--- src/rtl/lb_pkg.sv ---
// Shared load-balancer types and default dispatcher parameters.
// Consumed by region_dispatcher and the upstream load balancer.
package lb_pkg;

    localparam int DEF_HTTP_META_WIDTH   = 8;
    localparam int DEF_OPERATOR_ID_WIDTH = 2;
    localparam int DEF_N_REGIONS         = 4;
    localparam int DEF_QDEPTH            = 4;
    localparam int DEF_PNTR_BITS         = $clog2(DEF_QDEPTH);

    typedef struct packed {
        logic [DEF_OPERATOR_ID_WIDTH-1:0] oid;
        logic [DEF_PNTR_BITS-1:0]         load;
    } region_stat_t;

endpackage

--- src/rtl/dispatch_fifo.sv ---
// Per-region FIFO: power-of-two depth, count in 0..QDEPTH.
// A full queue refuses pushes even when it pops in the same cycle.
module dispatch_fifo #(
    parameter  int WIDTH  = 8,
    parameter  int QDEPTH = 4,
    localparam int PB     = $clog2(QDEPTH)
) (
    input  logic             i_clk,
    input  logic             i_rst,
    input  logic             i_push,
    input  logic             i_pop,
    input  logic [WIDTH-1:0] i_data,
    output logic [WIDTH-1:0] o_data,
    output logic             o_full,
    output logic             o_empty,
    output logic [PB:0]      o_count
);

    logic [WIDTH-1:0] r_mem [QDEPTH];
    logic [PB-1:0]    r_wr;
    logic [PB-1:0]    r_rd;
    logic [PB:0]      r_count;
    logic             w_do_push;
    logic             w_do_pop;

    assign o_full    = (r_count == (PB+1)'(QDEPTH));
    assign o_empty   = (r_count == '0);
    assign o_count   = r_count;
    assign o_data    = r_mem[r_rd];
    assign w_do_push = i_push && !o_full;
    assign w_do_pop  = i_pop && !o_empty;

    always_ff @(posedge i_clk) begin
        if (!i_rst && w_do_push) begin
            r_mem[r_wr] <= i_data;
        end
    end

    // Pointers wrap naturally because QDEPTH is a power of two.
    always_ff @(posedge i_clk) begin
        if (i_rst) begin
            r_wr    <= '0;
            r_rd    <= '0;
            r_count <= '0;
        end else begin
            if (w_do_push) begin
                r_wr <= r_wr + 1'b1;
            end
            if (w_do_pop) begin
                r_rd <= r_rd + 1'b1;
            end
            case ({w_do_push, w_do_pop})
                2'b10:   r_count <= r_count + 1'b1;
                2'b01:   r_count <= r_count - 1'b1;
                default: r_count <= r_count;
            endcase
        end
    end

endmodule

--- src/rtl/region_dispatcher.sv ---
// Steers meta beats into per-region queues; out-of-range targets are dropped.
// Define DISPATCH_STATS_REG_EN to register region_stats_out (one-cycle lag).
module region_dispatcher
    import lb_pkg::*;
#(
    parameter int HTTP_META_WIDTH   = DEF_HTTP_META_WIDTH,
    parameter int OPERATOR_ID_WIDTH = DEF_OPERATOR_ID_WIDTH,
    parameter int N_REGIONS         = DEF_N_REGIONS,
    parameter int QDEPTH            = DEF_QDEPTH,
    localparam int PNTR_BITS        = $clog2(QDEPTH),
    localparam int LBW              = (N_REGIONS > 1) ? $clog2(N_REGIONS) : 1,
    localparam int SW               = OPERATOR_ID_WIDTH + PNTR_BITS
) (
    input  logic                                   aclk,
    input  logic                                   areset,
    input  logic                                   meta_in_tvalid,
    output logic                                   meta_in_tready,
    input  logic [HTTP_META_WIDTH-1:0]             meta_in_tdata,
    input  logic [LBW-1:0]                         lb_ctrl,
    input  logic [N_REGIONS*OPERATOR_ID_WIDTH-1:0] region_oid,
    output logic [N_REGIONS-1:0]                   region_out_tvalid,
    input  logic [N_REGIONS-1:0]                   region_out_tready,
    output logic [N_REGIONS*HTTP_META_WIDTH-1:0]   region_out_tdata,
    output logic [N_REGIONS*SW-1:0]                region_stats_out,
    output logic [15:0]                            drop_cnt
);

    logic [N_REGIONS-1:0]    w_full;
    logic [N_REGIONS-1:0]    w_empty;
    logic [N_REGIONS-1:0]    w_push;
    logic [N_REGIONS*SW-1:0] w_stats;
    logic                    w_in_range;
    logic                    w_sel_full;
    logic                    w_accept;
    logic [15:0]             r_drop_cnt;

    always_comb begin
        w_in_range = 1'b0;
        w_sel_full = 1'b0;
        for (int r = 0; r < N_REGIONS; r++) begin
            if (int'(lb_ctrl) == r) begin
                w_in_range = 1'b1;
                w_sel_full = w_full[r];
            end
        end
    end

    assign meta_in_tready = !areset && (!w_in_range || !w_sel_full);
    assign w_accept       = meta_in_tvalid && meta_in_tready;

    for (genvar g = 0; g < N_REGIONS; g++) begin : g_region
        logic [PNTR_BITS:0]   w_count;
        logic [PNTR_BITS-1:0] w_load;

        assign w_push[g] = w_accept && (int'(lb_ctrl) == g);

        dispatch_fifo #(
            .WIDTH  (HTTP_META_WIDTH),
            .QDEPTH (QDEPTH)
        ) u_fifo (
            .i_clk   (aclk),
            .i_rst   (areset),
            .i_push  (w_push[g]),
            .i_pop   (region_out_tready[g]),
            .i_data  (meta_in_tdata),
            .o_data  (region_out_tdata[g*HTTP_META_WIDTH +: HTTP_META_WIDTH]),
            .o_full  (w_full[g]),
            .o_empty (w_empty[g]),
            .o_count (w_count)
        );

        assign region_out_tvalid[g] = !w_empty[g];
        // A full queue (count == QDEPTH) saturates to the widest load code.
        assign w_load = w_count[PNTR_BITS] ? '1 : w_count[PNTR_BITS-1:0];
        assign w_stats[g*SW +: SW] =
            {region_oid[g*OPERATOR_ID_WIDTH +: OPERATOR_ID_WIDTH], w_load};
    end

    always_ff @(posedge aclk) begin
        if (areset) begin
            r_drop_cnt <= '0;
        end else if (w_accept && !w_in_range && r_drop_cnt != 16'hFFFF) begin
            r_drop_cnt <= r_drop_cnt + 16'd1;
        end
    end

    assign drop_cnt = r_drop_cnt;

`ifdef DISPATCH_STATS_REG_EN
    logic [N_REGIONS*SW-1:0] r_stats;

    always_ff @(posedge aclk) begin
        if (areset) begin
            for (int r = 0; r < N_REGIONS; r++) begin
                r_stats[r*SW +: SW] <=
                    {region_oid[r*OPERATOR_ID_WIDTH +: OPERATOR_ID_WIDTH],
                     {PNTR_BITS{1'b0}}};
            end
        end else begin
            r_stats <= w_stats;
        end
    end

    assign region_stats_out = r_stats;
`else
    assign region_stats_out = w_stats;
`endif

endmodule
--- config.mk ---
export PLATFORM = sky130hd
export DESIGN_NAME = region_dispatcher
export DESIGN_NICKNAME = d
export VERILOG_FILES = /design/src/rtl/lb_pkg.sv /design/src/rtl/dispatch_fifo.sv /design/src/rtl/region_dispatcher.sv
export SDC_FILE = /design/constraint.sdc
export NUM_CORES = 1
export LEC_CHECK = 0
export CELL_PAD_IN_SITES_DETAIL_PLACEMENT = 0
export CELL_PAD_IN_SITES_GLOBAL_PLACEMENT = 2
export CORE_ASPECT_RATIO = 1.2
export CORE_UTILIZATION = 41
export DETAILED_ROUTE_END_ITERATION = 12
export GPL_TIMING_DRIVEN = 0
export PLACE_DENSITY_LB_ADDON = 0.1
export SLEW_MARGIN = 30
export SYNTH_ARGS = -nofsm -noshare
export SYNTH_HDL_FRONTEND = slang
export SYNTH_SLANG_ARGS = --single-unit
--- constraint.sdc ---
create_clock -name aclk -period 5.7 [get_ports aclk]
set_input_delay 1.14 -clock aclk [delete_from_list [all_inputs] [get_ports aclk]]
set_output_delay 1.14 -clock aclk [all_outputs]
set_load 0.05 [all_outputs]
==> impl_metrics.ini <==
[routing]
route.detailed.vias_per_inst = 4.850
routed_wire_length_per_instance_um = 17.03
drt_iter0_drcs = 204
drt-total-wl_um = 13150
antenna_violating_nets_post_route = 0
drcViolationCount = 0
detailroute.via_count = 3744
drt_first_pass_iters = 4

[grt]
grt_max_degree = 17
grt_pass1_wl_um = 20890
first_global_vias = 3866
groute.usage.overall_pct = 16.02
antenna_found_initial = 0
gr-total-overflow = 0

[yosys]
synthFlopType = sky130_fd_sc_hd__edfxtp_1
synthMostInstantiatedCell = sky130_fd_sc_hd__edfxtp_1
post_synth_mux_area_share_pct = 11.19
syn-instance-count = 439
synth_fa_ha_area_share_pct = 4.588
yosys_register_bits = 180
fraction_of_the_mapped_netlist_area_in_compound_gates_pct = 2.294
synth_xor_xnor_area_share_pct = 1.946
synth_area_leader_cell = sky130_fd_sc_hd__edfxtp_1
edff_count_synth = 128
yosys.area.top_type_share_pct = 53.39
ys_warn_count = 0
synth_sequential_area_ratio_pct = 67.85
post_synth_main_area_contributors = sky130_fd_sc_hd__edfxtp_1 (53%), sky130_fd_sc_hd__dfxtp_1 (14%), sky130_fd_sc_hd__mux4_2 (10%), sky130_fd_sc_hd__ha_1 (3.5%), sky130_fd_sc_hd__nor2_1 (1.7%)
syn-num-nets = 488
asyncSetResetFlopFracSynth_pct = 0
combinational_family_with_the_most_area_after_synthesis = multiplexers
netlist-cell-type-count = 39
synth_top_cells_by_count = sky130_fd_sc_hd__edfxtp_1 (128), sky130_fd_sc_hd__dfxtp_1 (52), sky130_fd_sc_hd__nor2_1 (33), sky130_fd_sc_hd__mux4_2 (32), sky130_fd_sc_hd__inv_1 (25)
synthSimpleGateAreaFrac_pct = 8.968
synth_area_per_cell_um2 = 16.40
synth.cell_area_um2 = 7199

[worst_setup_path]
worst-setup-path-type = in2out
startpoint_kind_of_the_worst_setup_timing_path = primary input
timing.reg2reg.worst_path_depth = 9
worst_path_most_repeated_cell = sky130_fd_sc_hd__clkdlybuf4s50_1
rrSetupSlack_ns = 3.06
delay_of_the_slowest_cell_on_the_worst_path_ns = 0.81
crit_path_top_delay_cell = sky130_fd_sc_hd__clkdlybuf4s50_1
critPathMaxFanout = 10
cp-end-kind = output port
cp_cell_sequence = clkdlybuf4s50_1 > buf_2 > nand2_1 > a21oi_1 > o41a_1 > clkdlybuf4s50_1
cp.required_ns = 4.56
worst-endpoint-arrival_ns = 3.13

[layout]
sequential_cell_area_um2 = 4885
nets = 592
layout.filler_cells = 1426
instances_no_fill = 772
antennaDiodeCount = 0
syn_to_final_growth_pct = 23.97
postLayoutCellArea_um2 = 8925
multi_input_comb_area_um2 = 2087
post_route_cells_drive_above_1_share_pct = 18.17

[cts]
holdBufCountCts = 0
number_of_clock_sinks = 180
clock-root-buffer = sky130_fd_sc_hd__clkbuf_16
cts_htree_levels = 4
tritoncts = yes
clk_latency_ns = 0.42
cts_inserted_buffers = 17
post_cts_buffers = 0
cts-root-to-sink-buffers = 2
cts_resized = 0
clk_pin_slew_worst_paths_ns = 0.06

[sta]
period_minus_ws_final_ns = 4.265
worst_max_slew_margin_expressed_relative_to_the_limit_pct = 40.69
fin_skew_ns = 0.004387
final_critical_path_setup_slack_ns = 1.435
worst-slew-pin-transition_ns = 0.8815
totalNegativeSetupSlack_ns = 0
grt_setup_unrepaired = false
report.final.slew_viol_count = 0
final_worst_path_period_share_pct = 74.83
final_hold_violation_count = 0
maxClockFrequency_mhz = 234.5
setup_viol_count_final = 0

[power_and_ir_drop]
power.total_mw = 3.027
power.density_nw_per_um2 = 339.2
power.ir.vdd_worst_mv = 0.2006
power.static_leakage_nw = 2.997

[floorplanning]
initial_core_util_pct = 42.23
dieArea_um2 = 18100
top_level_ports = 94
placement_rows = 52
dieWidth_um = 123.0
coreArea_um2 = 17050
die_height_um = 147.2

[placement]
dpl.cell_count = 740
gp_routability_congestion = 0.7219
detailedPlacementHpwl_um = 8994
count_of_input_and_output_buffers = 85
dp_worst_setup_slack_ns = 1.449
postPlaceCellArea_um2 = 8320

[status]
run_status = finished clean

[min_path]
timing.hold.worst.class = reg2reg
worstHoldPathCells = 1

[run]
max_cap_violations = 0
## layout make-up
class / instances / area share (%)
Inverter: 25 / 1.051
Multi-Input combinational cell: 209 / 23.38
Clock inverter: 14 / 1.963
Clock buffer: 18 / 4.809
Sequential cell: 180 / 54.73
Tap cell: 216 / 3.028
Buffer: 25 / 1.500
Timing Repair Buffer: 85 / 9.533
## cells by family after synthesis
kind of cell	Yosys count
AND/OR/NAND/NOR	105
AO/OA/AOI/OAI	24
flip-flops	180
adder cells (fa/ha/maj)	24
multiplexers	40
XOR/XNOR	16
buffers and inverters	50
## final timing paths
| kind | start | endpoint |
|---|---|---|
| max | lb_ctrl[1] | meta_in_tready |
| min | drop_cnt[10] | drop_cnt[10] |
| max reg2reg | g_region[0].u_fifo.o_count[0] | g_region[0].u_fifo.o_count[2] |
| min reg2reg | drop_cnt[10] | drop_cnt[10] |
## critical path, delay by kind of cell
| kind | cells | cell delay [ns] |
|---|---|---|
| and+or+nand+nor | 1 | 0.11 |
| AOI/OAI and AO/OA | 2 | 0.32 |
| buffers and inverters | 3 | 1.55 |
## layer usage
| metal | wire [µm] | track usage [%] |
|---|---|---|
| met1 | 5884 | 20.66 |
| met4 | 227 | 6.402 |
| met3 | 542 | 4.387 |
| met5 | 0 | 0 |
| met2 | 6497 | 25.45 |
## registers in the layout, indices dropped and copies added, names as in the netlist, named ones only
register / count
g_region.u_fifo.r_rd: 8
drop_cnt: 16
g_region.u_fifo.r_mem: 128
g_region.u_fifo.r_wr: 8
g_region.u_fifo.o_count: 12
## cell usage in the layout (no fill, tap or decap), types with 3 or more instances in the layout
| master | n |
|---|---|
| sky130_fd_sc_hd__nor3b_2 | 3 |
| sky130_fd_sc_hd__dfxtp_1 | 52 |
| sky130_fd_sc_hd__o311ai_0 | 3 |
| sky130_fd_sc_hd__fa_1 | 4 |
| sky130_fd_sc_hd__edfxtp_1 | 128 |
| sky130_fd_sc_hd__mux4_2 | 32 |
| sky130_fd_sc_hd__or3_1 | 4 |
| sky130_fd_sc_hd__buf_1 | 6 |
| sky130_fd_sc_hd__xnor2_1 | 4 |
| sky130_fd_sc_hd__ha_1 | 20 |
| sky130_fd_sc_hd__clkdlybuf4s50_1 | 85 |
| sky130_fd_sc_hd__mux2_2 | 3 |
| sky130_fd_sc_hd__inv_6 | 5 |
| sky130_fd_sc_hd__clkbuf_16 | 17 |
| sky130_fd_sc_hd__nor2b_1 | 16 |
| sky130_fd_sc_hd__nor2_1 | 33 |
| sky130_fd_sc_hd__or3_2 | 4 |
| sky130_fd_sc_hd__inv_1 | 25 |
| sky130_fd_sc_hd__and2_1 | 16 |
| sky130_fd_sc_hd__nand2b_1 | 9 |
| sky130_fd_sc_hd__clkbuf_1 | 6 |
| sky130_fd_sc_hd__or2_2 | 8 |
| sky130_fd_sc_hd__clkinvlp_4 | 3 |
| sky130_fd_sc_hd__a21oi_1 | 10 |
| sky130_fd_sc_hd__buf_4 | 9 |
| sky130_fd_sc_hd__o21ai_0 | 4 |
| sky130_fd_sc_hd__xor2_1 | 12 |
| sky130_fd_sc_hd__buf_2 | 5 |
| sky130_fd_sc_hd__o31a_1 | 3 |
| sky130_fd_sc_hd__mux2i_1 | 4 |
| sky130_fd_sc_hd__bufinv_16 | 3 |
## per-stage QoR
stage	util [%]	hold WS (ns)
global route	52.36	0.4742
detailed placement	48.81	0.4583
floorplan	-	0.4815
finish	52.36	0.4682
global placement	48.81	0.4544
CTS	52.36	0.4695
## power by group
part / switching [mW] / internal, mW
sequential: 0.0202 / 1.42
combinational: 0.244 / 0.156
clock: 0.490 / 0.695
total: 0.754 / 2.27
Note: power is estimated with default switching activity, not from simulation.
